File: src/rtl/rs485_frame_tx.sv
// RS485 frame transmitter: streams FRAME_LEN words from a synchronous memory with DIR lead/tail
// sequencing. Defining RS485_FRAME_CRC_EN appends a CRC-8 (poly 0x07) word after the last data word.
module rs485_frame_tx #(
  parameter int DATA_BITS    = 8,
  parameter int FRAME_LEN    = 20,
  parameter int ADDR_W       = 5,
  parameter int CLKS_PER_BIT = 1,
  parameter int PARITY       = 0,
  parameter int STOP_BITS    = 1,
  parameter int DIR_LEAD     = 15,
  parameter int DIR_TAIL     = 15
) (
  input  logic                 clk,
  input  logic                 reset,
  input  logic                 RQ,
  input  logic [DATA_BITS-1:0] rd_data,
  output logic [ADDR_W-1:0]    addr,
  output logic                 tx,
  output logic                 dirTX,
  output logic                 dirRX,
  output logic                 busy,
  output logic                 done
);

  localparam int BW   = $clog2(CLKS_PER_BIT + 1);
  localparam int DMAX = 2 * ((DIR_LEAD > DIR_TAIL) ? DIR_LEAD : DIR_TAIL);
  localparam int DW   = (DMAX == 0) ? 1 : $clog2(DMAX + 1);
  localparam int STOP_CYC = STOP_BITS * CLKS_PER_BIT;

  localparam logic [BW-1:0]     BIT_LAST  = BW'(CLKS_PER_BIT - 1);
  localparam logic [BW-1:0]     BIT_PEN   = BW'(CLKS_PER_BIT - 2);
  localparam logic [3:0]        DB_LAST   = 4'(DATA_BITS - 1);
  localparam logic [3:0]        SB_LAST   = 4'(STOP_BITS - 1);
  localparam logic [DW-1:0]     LEAD_CNT  = DW'(DIR_LEAD);
  localparam logic [DW-1:0]     TAIL_CNT  = DW'(DIR_TAIL);
  localparam logic [DW-1:0]     LEAD_LAST = DW'(2 * DIR_LEAD - 1);
  localparam logic [DW-1:0]     TAIL_LAST = DW'(2 * DIR_TAIL - 1);
  localparam logic [ADDR_W-1:0] ADDR_LAST = ADDR_W'(FRAME_LEN - 1);

  typedef enum logic [3:0] {IDLE, DIRON, LOAD, START, DATA, PAR, STOP, DIROFF, HOLD} state_t;

  state_t               state, state_nxt;
  logic                 rq_m, rq_s;
  logic [BW-1:0]        bcnt;
  logic [3:0]           nbit;
  logic [DW-1:0]        dcnt;
  logic                 last_word;
  logic [DATA_BITS-1:0] shreg, word;
  logic                 par_bit;
  logic                 bit_end, stop_last, frame_end, addr_hold, addr_step;

  function automatic logic parity_of(input logic [DATA_BITS-1:0] d);
    return (PARITY == 1) ? ~^d : ^d;
  endfunction

  assign bit_end   = (bcnt == BIT_LAST);
  assign stop_last = (state == STOP) && bit_end && (nbit == SB_LAST);
  assign busy      = (state != IDLE);

`ifdef RS485_FRAME_CRC_EN
  function automatic logic [7:0] crc8_step(input logic [7:0] c, input logic [DATA_BITS-1:0] d);
    logic [7:0] r;
    r = c;
    for (int i = DATA_BITS - 1; i >= 0; i--)
      r = (r[7] ^ d[i]) ? ({r[6:0], 1'b0} ^ 8'h07) : {r[6:0], 1'b0};
    return r;
  endfunction

  logic [7:0] crc;
  logic       crc_phase;

  always_ff @(posedge clk) begin
    if (state == IDLE) crc <= '0;
    else if (state == LOAD && !crc_phase) crc <= crc8_step(crc, rd_data);
  end

  // crc_phase marks the extra word sent after the last memory word
  always_ff @(posedge clk or negedge reset) begin
    if (!reset) crc_phase <= 1'b0;
    else if (stop_last) crc_phase <= last_word && !crc_phase;
  end

  assign word      = crc_phase ? crc : rd_data;
  assign frame_end = crc_phase;
  assign addr_hold = crc_phase;
`else
  assign word      = rd_data;
  assign frame_end = last_word;
  assign addr_hold = 1'b0;
`endif

  // addr moves one cycle ahead of LOAD so the memory output has settled by then
  always_comb begin
    addr_step = 1'b0;
    if (STOP_CYC == 1) addr_step = (state != STOP) && (state_nxt == STOP);
    else if (state == STOP) begin
      if (CLKS_PER_BIT == 1) addr_step = (nbit == 4'd0);
      else addr_step = (nbit == SB_LAST) && (bcnt == BIT_PEN);
    end
  end

  always_comb begin
    state_nxt = state;
    tx        = 1'b1;
    dirTX     = 1'b1;
    dirRX     = 1'b1;
    case (state)
      IDLE: begin
        dirTX = 1'b0;
        dirRX = 1'b0;
        if (rq_s) state_nxt = (DIR_LEAD == 0) ? LOAD : DIRON;
      end
      DIRON: begin
        dirTX = (dcnt >= LEAD_CNT);
        if (dcnt == LEAD_LAST) state_nxt = LOAD;
      end
      LOAD:  state_nxt = START;
      START: begin
        tx = 1'b0;
        if (bit_end) state_nxt = DATA;
      end
      DATA: begin
        tx = shreg[0];
        if (bit_end && nbit == DB_LAST) state_nxt = (PARITY != 0) ? PAR : STOP;
      end
      PAR: begin
        tx = par_bit;
        if (bit_end) state_nxt = STOP;
      end
      STOP: begin
        if (stop_last) state_nxt = !frame_end ? LOAD : (DIR_TAIL == 0) ? HOLD : DIROFF;
      end
      DIROFF: begin
        dirTX = (dcnt < TAIL_CNT);
        if (dcnt == TAIL_LAST) state_nxt = HOLD;
      end
      HOLD: begin
        dirTX = 1'b0;
        dirRX = 1'b0;
        if (!rq_s) state_nxt = IDLE;
      end
      default: begin
        dirTX     = 1'b0;
        dirRX     = 1'b0;
        state_nxt = IDLE;
      end
    endcase
  end

  always_ff @(posedge clk or negedge reset) begin
    if (!reset) state <= IDLE;
    else        state <= state_nxt;
  end

  always_ff @(posedge clk or negedge reset) begin
    if (!reset) begin
      rq_m      <= 1'b0;
      rq_s      <= 1'b0;
      bcnt      <= '0;
      nbit      <= '0;
      dcnt      <= '0;
      addr      <= '0;
      last_word <= 1'b0;
      done      <= 1'b0;
    end else begin
      rq_m <= RQ;
      rq_s <= rq_m;
      done <= (state_nxt == HOLD) && (state != HOLD);
      dcnt <= ((state == DIRON || state == DIROFF) && state_nxt == state) ? dcnt + 1'b1 : '0;
      if (state inside {START, DATA, PAR, STOP}) bcnt <= bit_end ? '0 : bcnt + 1'b1;
      else bcnt <= '0;
      if (bit_end && state == DATA) nbit <= (nbit == DB_LAST) ? '0 : nbit + 1'b1;
      else if (bit_end && state == STOP) nbit <= (nbit == SB_LAST) ? '0 : nbit + 1'b1;
      else if (!(state inside {DATA, STOP})) nbit <= '0;
      if (state == LOAD) last_word <= (addr == ADDR_LAST);
      if (addr_step && !addr_hold) addr <= last_word ? '0 : addr + 1'b1;
    end
  end

  always_ff @(posedge clk) begin
    if (state == LOAD) begin
      shreg   <= word;
      par_bit <= parity_of(word);
    end else if (state == DATA && bit_end) begin
      shreg <= shreg >> 1;
    end
  end

endmodule

File: config.mk
export PLATFORM = sky130hd
export DESIGN_NAME = rs485_frame_tx
export DESIGN_NICKNAME = d
export VERILOG_FILES = /design/src/rtl/rs485_frame_tx.sv
export SDC_FILE = /design/constraint.sdc
export NUM_CORES = 1
export LEC_CHECK = 0
export CAP_MARGIN = 20
export CORE_UTILIZATION = 30
export CTS_BUF_LIST = sky130_fd_sc_hd__clkbuf_16
export DETAILED_ROUTE_END_ITERATION = 10
export MAX_ROUTING_LAYER = met4
export PLACE_DENSITY_LB_ADDON = 0.3
export SYNTH_ARGS = -nofsm -noshare
export SYNTH_HDL_FRONTEND = slang
export SYNTH_SLANG_ARGS = --single-unit
File: constraint.sdc
create_clock -name clk -period 1.9 [get_ports clk]
set_clock_uncertainty 0.1 [all_clocks]
set_input_delay 0.19 -clock clk [delete_from_list [all_inputs] [get_ports clk]]
set_output_delay 0.19 -clock clk [all_outputs]
set_load 0.1 [all_outputs]
# After elaboration in Yosys (flattened, before gate mapping)
# Index checks and enable logic that the tools add are counted.
[totals]
reg_bits = 32
latch_bits = 0
ramBits = 0
rom_bits = 0
input_bits = 11
out_inout_bits = 10
elab_cells = 76
n_memories = 0
[op_classes]
addsub = 4
multipliers = 0
div_mod_pow = 0
order_cmp = 2
n_eq_ne = 17
n_shift = 0
mux = 24
bitwise = 1
n_reduce_logical = 17
[ops]
columns = ["op", "n"]
rows = [
  ["4-bit two-way mux", 13],
  ["4-bit one-hot mux with 9 select lines", 1],
  ["4-bit by 3-bit == test with 1-bit output, second input constant", 6],
  ["8-bit two-way mux", 2],
  ["5-bit by 1-bit adder with 5-bit output, second input constant", 2],
  ["5-bit == test, second input constant", 2],
  ["5-bit two-way mux", 2],
  ["4-bit by 2-bit == test with 1-bit output, second input constant", 2],
  ["4-bit == test, second input constant", 2],
  ["4-bit logical NOT", 2],
  ["4-bit nonzero test", 2],
  ["8-bit parity", 1],
  ["1-bit logical AND", 7],
  ["7-bit OR reduction", 1],
  ["1-bit one-hot mux with 3 select lines", 2],
  ["5-bit by 4-bit >= comparator with 1-bit output, second input constant", 1],
  ["5-bit by 4-bit less-than comparator with 1-bit output, second input constant", 1],
  ["5-bit OR reduction", 1],
  ["4-bit by 1-bit adder with 4-bit output, second input constant", 1],
  ["4-bit by 1-bit == test with 1-bit output, second input constant", 1],
  ["4-bit == test", 1],
  ["4-bit by 3-bit != test with 1-bit output, second input constant", 1],
  ["4-bit != test, second input constant", 1],
  ["2-bit nonzero test", 2],
  ["6 further kinds", 8],
]

# Logic depth before layout (Yosys ltp)
# Gate-level depths: netlist (run 1).
[depth]
ltp_word = 8
mapped_depth = 6
mapped_depth_nobuf = 6

# Least setup slack after synthesis (run 1)
# OpenSTA, ideal clock, no wires.
[synth_path]
path_kind = "reg2out"
startpoint = "register state[0]"
endpoint = "output port dirTX"
arrival_ps = 3034
t_required_ps = 1610
slack_ps = -1424
path_stages_with_launch = 5
n_path_buf = 1
path_cell_list = "dfrtp_1 buf_2 nor3_1 nor2_1 o311a_1"
[synth_between]
elab_chain_len = 3
elab_cells_between_ends = 9
cone_classes = "eq/ne (7); mux (1); reduce/logical (1)"
[synth_rtl]
columns = ["item", "line_no", "source"]
rows = [
  ["from (decl)", "42", "state_t state, state_nxt;"],
  ["from (signal assigned)", "152", "else state <= state_nxt;"],
  ["4-bit by 3-bit == test with 1-bit output or 4-bit by 2-bit == test with 1-bit output (tied branches)", "107", "case (state)"],
  ["5-bit OR reduction (no line)", "n/a", ""],
  ["1-bit one-hot mux with 3 select lines (*)", "107", ""],
  ["to (decl)", "19", "output logic dirTX,"],
]
# Mark *: on every way between the ends. The rest lies on a longest branch, timed or not.

# Worst setup path in the final report (run 1)
[layout_path]
startpoint = "register dcnt[0]"
endpoint = "output port dirTX"
[layout_between]
elab_chain_len = 2
elab_cells_between_ends = 3
cone_classes = "order compare (2); mux (1)"
[layout_rtl]
columns = ["item", "line_no", "source"]
rows = [
  ["from (decl)", "46", "logic [DW-1:0] dcnt;"],
  ["from (signal assigned)", "169", "dcnt <= ((state == DIRON || state == DIROFF) && state_nxt == state) ? dcnt + 1'b1 : '0;"],
  ["5-bit by 4-bit less-than comparator with 1-bit output or 5-bit by 4-bit >= comparator with 1-bit output (tied branches)", "134, 114", ""],
  ["1-bit one-hot mux with 3 select lines (*)", "107", ""],
]
# Marks and branches as above.

==> results.json, run 1 <==
{
  "status": "finished, violations left",
  "violations": "setup timing",
  "grt_pass1_wl_um": 5840,
  "drt_iter0_drc": 92,
  "synth_top_family_by_area": "simple AND/OR/NAND/NOR gates",
  "synth-adder-area-share_pct": 4.56,
  "gp_congestion": 0.780,
  "grt_pass1_vias": 1282,
  "cts_buffer_depth": 2,
  "rsz0062_at_grt": "yes",
  "fin_ws_ns": -0.0522,
  "synthMuxAreaShare_pct": 6.76,
  "crit_arrival_ns": 1.66,
  "nets": 198,
  "max-vdd-ir-drop_v": 0.000566,
  "syn_nets": 162,
  "grt_overflow": 0,
  "drive_above_1_share_pct": 28.0,
  "path_buf_inv": 1,
  "die_w_um": 76.1,
  "grt_max_degree": 23,
  "dieArea_mm2": 0.00579,
  "ys_warn_count": 0,
  "end_kind": "primary output",
  "route.detailed.drc": 0,
  "drt_pass1_iterations": 4,
  "synth.cell_area_mm2": 0.00165,
  "path_clk_slew_ns": 0.05,
  "cp_slowest_cell": "dfrtp_1",
  "placement_rows": 26,
  "portBuffers": 20,
  "insertedDiodeCount": 0,
  "hold_viol_final": 0,
  "power_mw": 3.81,
  "fin_area_mm2": 0.00224,
  "antenna_found_initial": 0,
  "slowest_delay_ns": 0.38,
  "cp_top_family": "flip-flops",
  "required_ns": 1.61,
  "setup_viol": 1,
  "start_kind": "register",
  "clk-insertion-delay-late_ns": 0.27,
  "synth_simple_gate_area_share_pct": 18.7,
  "synthXorXnorAreaFrac_pct": 6.38,
  "yosysUniqueCellTypes": 44,
  "cts_root_buf": "clkbuf_16",
  "layout_commonest_cell": "buf_4",
  "avgSynthCellArea_um2": 11.4,
  "path_cells": "ha_2 > and3_4 > ha_4 > nor3_2 > nand2_1 > o311a_4 > buf_12",
  "die_y_um": 76.1,
  "netlist.area_leader.share_pct": 33.4,
  "synth_cells": 145,
  "core_area_mm2": 0.00520,
  "wire_per_inst_um": 13.4,
  "hp-class": "in -> async",
  "synth_edf_count": 9,
  "ff2ff_path_depth": 7,
  "totalWireLength_um": 3380,
  "start_util_pct": 31.6,
  "numCtsBuffers": 5,
  "tightest_slew_ns": 0.472,
  "place_area_mm2": 0.00203,
  "path_class": "reg -> out",
  "final-max-slew-violation-count": 0,
  "period_minus_slack_ns": 1.95,
  "area_growth_pct": 36.2,
  "r2r_end": "state[0]",
  "synthTopCellsByArea": "dfrtp_1 (33%), edfxtp_1 (16%), ha_1 (4.6%)",
  "synth_ff_type": "dfrtp_1",
  "synth_compound_area_share_pct": 9.19,
  "cellPowerDensity_mw_per_mm2": 1700,
  "p_leak_nw": 0.951,
  "via_per_inst": 4.80,
  "cp_num_cells": 7,
  "fmax_mhz": 512,
  "ys_ff_latch": 31,
  "cts_max_level": 2,
  "r2r-start": "dcnt[1]",
  "grt_use_total_pct": 13.4,
  "fin_crit_sh_pct": 103,
  "fin_cells": 252,
  "io_pins": 21,
  "synth_top_area_cell": "dfrtp_1",
  "synthArstFlopShare_pct": 71.0,
  "dp_cells": 239,
  "ant_nets": 0,
  "cap_violations": 0,
  "ys_seq_area_share_pct": 49.8,
  "cts_tree": "done",
  "reg2reg_slack_ns": 0.12,
  "vias": 1209,
  "final_cell_mix": "buf_4 (21), dfrtp_1 (19), nor2_1 (13), inv_1 (11), clkdlybuf4s50_1 (10)",
  "cp_max_fo": 2,
  "hpwl_um": 2470,
  "clock_sinks": 31,
  "relSlewSlack_pct": 68.1
}
## cells in the mapped netlist (all sizes together) (2+ instances only)
cell type  instances
dfrtp             22
nor2              14
inv               10
edfxtp             9
mux2               9
xnor2              8
ha                 6
buf                5
nand2              5
and3               4
nor3               4
o211ai             4
xor2               4
o2111ai            3
o21ai              3
or3                3
and2               2
nand2b             2
nand3              2
nand3b             2
nand4              2
nor2b              2
nor3b              2
## per-layer routing
layer / part of all wire [%] / up-vias / global-route usage (%)
met4: 0.80 / 0 / 5.77
met2: 53 / 24 / 22.3
met3: 4.5 / 4 / 4.31
met1: 42 / 589 / 14.6
li1: - / 592 / -
met5: 0 / - / -
## flip-flops by register name, summed over array words and instances (netlist names)
| name | count |
|---|---|
| addr | 5 |
| dcnt | 5 |
| par_bit | 1 |
| rq_m | 1 |
| done | 1 |
| state | 4 |
| rq_s | 1 |
| frame_end | 1 |
| shreg | 8 |
| nbit | 4 |
## worst register-to-register path, stage by stage (launching register included)
cell and delay [ns]:
dfrtp_1 0.38, buf_4 0.14, buf_4 0.13, inv_1 0.06, ha_1 0.14, nand4_1 0.23
nand3b_1 0.32, o211ai_1 0.14
## report_power, final
group          switching, mW  leakage [nW]  total [mW]  internal [mW]
logic                   1.19         0.524        1.96          0.765
clock network          0.263        0.0701       0.732          0.470
registers              0.161         0.357        1.12          0.963
## worst max path at each step
stage | endpoint | slack, ns | from
2_1_floorplan | dirTX | -0.03 | state[0]
3_5_place_dp | dirTX | 0.12 | dcnt[1]
6_report | dirTX | -0.05 | dcnt[0]
4_1_cts | dirTX | -0.12 | dcnt[1]
5_1_grt | dirTX | -0.12 | dcnt[0]
3_3_place_gp | dirTX | 0.16 | dcnt[1]
## cell type report
| cell class | count | area [um^2] |
|---|---|---|
| Clock buffer | 5 | 125 |
| Clock inverter | 3 | 11.3 |
| Fill cell | 503 | 2960 |
| Inverter | 10 | 37.5 |
| Multi-Input combinational cell | 98 | 818 |
| Sequential cell | 31 | 825 |
| Tap cell | 70 | 87.6 |
| Timing Repair Buffer | 35 | 338 |
## cells by family (layout without fill, tap and decap cells)
family | after synthesis | after routing
and+or+nand+nor | 50 | 50
xor gates and xnor gates | 12 | 12
adders and majority gates | 6 | 6
DFF | 31 | 31
muxes | 10 | 10
AOI/OAI and AO/OA | 20 | 20
buffers and inverters | 16 | 53
## stage by stage
stage               setup TNS (ns)  hold WS, ns  util [%]  worst slack, ns
floorplan                  -0.0346       -0.206         -          -0.0346
global placement                 0        0.233      39.1            0.163
detailed placement               0        0.246      39.1            0.120
CTS                         -0.119        0.175      42.5           -0.119
global route                -0.161        0.191      43.1           -0.116
finish                     -0.0522        0.168      43.1          -0.0522
## timing repair
item / in CTS / in global routing
pin swaps: 3 / 3
setup endpoints to repair: 2 / 2
hold buffers: 0 / 0
buffers inserted: 2 / 3
gates cloned: 0 / 0
resized for setup: 7 / 1
(Power assumes the default switching activity.)
==> run 2, diff against run 1 <==
clock period = 2.2 ns   (was 1.9 ns; I/O delays follow)
==> results.json, run 2 (same netlist as run 1, synthesis figures left out) <==
{
  "status": "completed",
  "cpMostUsedCell": "ha_1",
  "path_class": "reg -> out",
  "fin_area_mm2": 0.00212,
  "drive_above_1_share_pct": 20.8,
  "numCtsBuffers": 5,
  "hold_buffers": 0,
  "via_per_inst": 4.79,
  "max-vdd-ir-drop_v": 0.000625,
  "placement_rows": 26,
  "crit_arrival_ns": 1.80,
  "grt_max_degree": 23,
  "power_frac_comb_pct": 48.6,
  "p_leak_nw": 0.902,
  "cts_tree": "done",
  "seq_power_share_pct": 31.7,
  "vias": 1165,
  "wire_per_inst_um": 13.2,
  "path_clk_slew_ns": 0.05,
  "clock_sinks": 31,
  "period_minus_slack_ns": 2.12,
  "core_area_mm2": 0.00520,
  "final-max-slew-violation-count": 0,
  "io_pins": 21,
  "endpoint": "dirTX",
  "hp-class": "in -> async",
  "cts_root_buf": "clkbuf_16",
  "largest_register_ffs": 8,
  "largestRegisters": "shreg (8), addr (5), dcnt (5)",
  "rsz0062_at_grt": "no",
  "place_area_mm2": 0.00197,
  "ff2ff_path_depth": 3,
  "dpl_worst_slack_ns": 0.323,
  "grt_use_total_pct": 12.8,
  "crit_start": "dcnt[1]",
  "insertedDiodeCount": 0,
  "relSlewSlack_pct": 67.2,
  "layout_commonest_cell": "dfrtp_1",
  "tightest_slew_ns": 0.479,
  "start_util_pct": 31.6,
  "cp_slowest_cell": "dfrtp_1",
  "tns_ns": 0,
  "end_kind": "primary output",
  "fin_crit_sh_pct": 96.1,
  "path_cells": "ha_1 > and3_1 > ha_1 > nor3_2 > nand2_1 > o311a_2 > buf_12",
  "seqCellArea_um2": 823,
  "fillers": 514,
  "r2r_end": "shreg[2]",
  "cts_buffer_depth": 2,
  "nets": 189,
  "grt_pass1_wl_um": 5580,
  "die_w_um": 76.1,
  "cp_max_fo": 4,
  "die_y_um": 76.1,
  "portBuffers": 20,
  "cellPowerDensity_mw_per_mm2": 1500,
  "hold_ws_ns": 0.205,
  "cap_violations": 0,
  "p_int_mw": 1.83,
  "start_kind": "register",
  "r2r-start": "state[1]",
  "route.detailed.drc": 0,
  "final_cell_mix": "dfrtp_1 (20), nor2_1 (13), buf_4 (12), inv_1 (11), clkdlybuf4s50_1 (10)",
  "setup_viol": 0,
  "reg2reg_slack_ns": 0.33,
  "cts_max_level": 2,
  "grt_overflow": 0,
  "power.net_switching_mw": 1.36,
  "grt_pass1_vias": 1184,
  "required_ns": 1.88,
  "top_register": "shreg",
  "antenna_found_initial": 0,
  "hpwl_um": 2410,
  "multi_input_area_um2": 768,
  "pwr-share-clk_pct": 19.7,
  "drt_iter0_drc": 69,
  "area_growth_pct": 29.0,
  "gp_congestion": 0.767,
  "ant_nets": 0,
  "fmax_mhz": 473,
  "slowest_delay_ns": 0.41,
  "drt_pass1_iterations": 4,
  "power_mw": 3.19,
  "fin_ws_ns": 0.0849,
  "dieArea_mm2": 0.00579,
  "totalWireLength_um": 3210,
  "clk-insertion-delay-late_ns": 0.27,
  "p_sw_share_pct": 42.6,
  "hold_viol_final": 0
}
[run 2: through the flow]
stage | std cells | utilization (%)
global placement | 234 | 37.9
global route | 243 | 40.8
detailed placement | 234 | 37.9
floorplan | 145 | -
finish | 243 | 40.8
CTS | 242 | 40.5
[run 2: repair_timing]
item | in CTS | in global routing
setup buffers | 0 | 1
setup endpoints to repair | 0 | 2
resized for setup | 0 | 3
[run 2: final cells by class]
| class | instances | area share, % |
|---|---|---|
| sequential | 31 | 38.8 |
| inverter | 10 | 1.77 |
| clock inverter | 3 | 0.530 |
| tap | 70 | 4.12 |
| multi-input combinational | 98 | 36.2 |
| clock buffer | 5 | 5.89 |
| timing repair buffer | 26 | 12.7 |
[run 2: worst max-delay path, delay by kind of cell, from the launching register on]
family	cells	cell delay, ns
adders and majority gates	2	0.41
AOI/OAI and AO/OA	1	0.16
and+or+nand+nor	3	0.38
buffers and inverters	1	0.17
DFF	1	0.41
[run 2: how the worst min path moves through the flow]
stage / startpoint / to / depth (start not counted)
global route: reset / addr[1] / 2
detailed placement: rq_m / rq_s / 0
CTS: reset / nbit[0] / 2
global placement: rq_m / rq_s / 0
floorplan: reset / addr[0] / 0
finish: reset / addr[3] / 2
[run 2: power groups by stage]
| stage | clock (mW) | sequential, mW | combinational (mW) |
|---|---|---|---|
| 2_1_floorplan | 0 | 1.12 | 0.981 |
| 4_1_cts | 0.647 | 1.01 | 1.55 |
| 6_report | 0.630 | 1.01 | 1.55 |
| 3_3_place_gp | 0 | 1.01 | 1.51 |
| 5_1_grt | 0.677 | 1.04 | 1.67 |
| 3_5_place_dp | 0 | 1.02 | 1.55 |
[run 2: layer usage]
metal	wire (um)	global-route usage [%]	vias up
met4	65	5.77	0
met2	1590	20.9	25
met5	0	-	-
met1	1430	14.0	559
li1	-	-	574
met3	123	4.67	7
==> run 3, diff against run 2 <==
GPL_TIMING_DRIVEN = 1   (was not set)
==> results of run 3 <==
Same layout as run 2: the final DEF is identical, and so are final timing and power.
==> edit: new RTL, config.mk and constraints of run 2 <==
Build with the macro `RS485_FRAME_CRC_EN` defined.
--- a/src/rtl/rs485_frame_tx.sv
+++ b/src/rtl/rs485_frame_tx.sv
@@ -1,5 +1,7 @@
 // RS485 frame transmitter: streams FRAME_LEN words from a synchronous memory with DIR lead/tail
 // sequencing. Defining RS485_FRAME_CRC_EN appends a CRC-8 (poly 0x07) word after the last data word.
+`define RS485_FRAME_CRC_EN
+
 module rs485_frame_tx #(
   parameter int DATA_BITS    = 8,
   parameter int FRAME_LEN    = 20,
Function: same outputs for any inputs over 10 cycles, from zero or initial values and one cycle with reset low; that may be too few to reach the edited logic, so the function may still have changed.
==> edit against run 2 <==
Synthesized area up 43%. Sequential share of layout area is 6.6 points lower. Cell area grew 48%. Total power grew 59%. Cell count is 55% higher. First-iteration DRC count grew 80%. Worst setup slack worse by 59 ps. Core utilization increased by 1.6 points. Via count up 51%. Non-clock buffer count is 27 higher. Wire length increased by 52%. Clock power grew 34%. Sequential cell count grew 9. Global-route usage is 0.38 points higher.
==> edit: results (changes against run 2) <==
layout-drive-gt1-share_pct: 27.7  # was 20.8%
hold_slack_ps: 200  # was 205 ps
synth.avg_cell_area_um2: 10.4  # was 11.4 µm²
wl_met1_um: 2400  # was 1430 µm
syn_to_final_growth_pct: 33.7  # was 29.0%
wl_um: 4870  # was 3210 µm
grt_use_met1_pct: 17.4  # was 14.0%
reg2reg_depth: 6  # was 3
gp_congestion: 0.743  # was 0.767
use_met3_pct: 2.86  # was 4.67%
viasPerCell: 4.67  # was 4.79
grt_max_degree: 24  # was 23
cp_top_family: "compound AO/OA/AOI/OAI gates"  # was adder cells
drtIter0Drc: 124  # was 69
dp_hpwl_um: 3620  # was 2410 µm
place_inst: 369  # was 234
clk_pin_slew_worst_paths_ps: 60
num_vias: 1761  # was 1165
cts_buffers: 5  # unchanged
grt_pass1_wl_um: 8430  # was 5580 µm
peakVddDrop_mv: 0.631  # was 0.625 mV
synth_commonest_cells: "dfrtp_1, nor2_1, xnor2_1"  # was dfrtp_1, nor2_1, inv_1
fill_cells: 714  # was 514
synth_cell_types: 50  # was 44
timing.slew.headroom_pct: 75.9  # was 67.2%
arrival_ps: 1850  # was 1800 ps
grt_use_total_pct: 13.2  # was 12.8%
p_leak_nw: 1.35  # was 0.902 nW
postPlaceCellArea_mm2: 0.00292  # was 0.00197 mm²
ys_seq_area_share_pct: 42.9  # was 49.8%
r2r_setup_slack_ps: 30  # was 330 ps
status: "completed"  # unchanged
gr-usage-met2_pct: 20.2  # was 20.9%
dp_slack_ps: -208  # was 323 ps
critPathMaxStageDelay_ps: 350  # was 410 ps
crit_start: "dcnt[0]"  # was dcnt[1]
clock_latency_ps: 280
postSynth.asyncResetShare_pct: 57.5  # was 71.0%
r2r-end: "addr[0]"  # was shreg[2]
dr_wl_met3_um: 120  # was 123 µm
cts_resized: 3  # was 0
reg_top3: "crc (8), shreg (8)"  # was shreg (8), addr (5), dcnt (5)
synth.area.top_cells: "dfrtp_1, edfxtp_1, xnor2_1"  # was dfrtp_1, edfxtp_1, ha_1
-- edit: how the worst max path moves through the flow --
stage	to	slack (ps)
6_report	dirTX	30
5_1_grt	dirTX	-60
4_1_cts	dirTX	1
3_5_place_dp	crc[2]	-210
3_3_place_gp	crc[2]	-170
2_1_floorplan	dirTX	-7
-- edit: report_power, final --
group	switching, mW	total [mW]	internal (mW)	leakage [nW]
registers	0.264	1.33	1.07	0.439
clock network	0.303	0.842	0.540	0.0847
logic	1.59	2.90	1.31	0.822
total	2.16	5.08	2.92	1.35
-- edit: layout make-up --
cell class | instances | share of cell area, %
clock buffer | 5 | 3.99
clock inverter | 3 | 1.44
inverter | 13 | 1.56
multi-input combinational | 164 | 41.7
sequential | 40 | 32.2
tap | 99 | 3.95
timing repair buffer | 53 | 15.2
-- edit: cells by family after synthesis --
kind of cell | share of synthesized area [%]
buffers and inverters | 4.69
adders and majority gates | 3.20
xor gates and xnor gates | 14.7
and+or+nand+nor | 16.1
DFF | 42.9
muxes | 6.45
AOI/OAI and AO/OA | 12.0
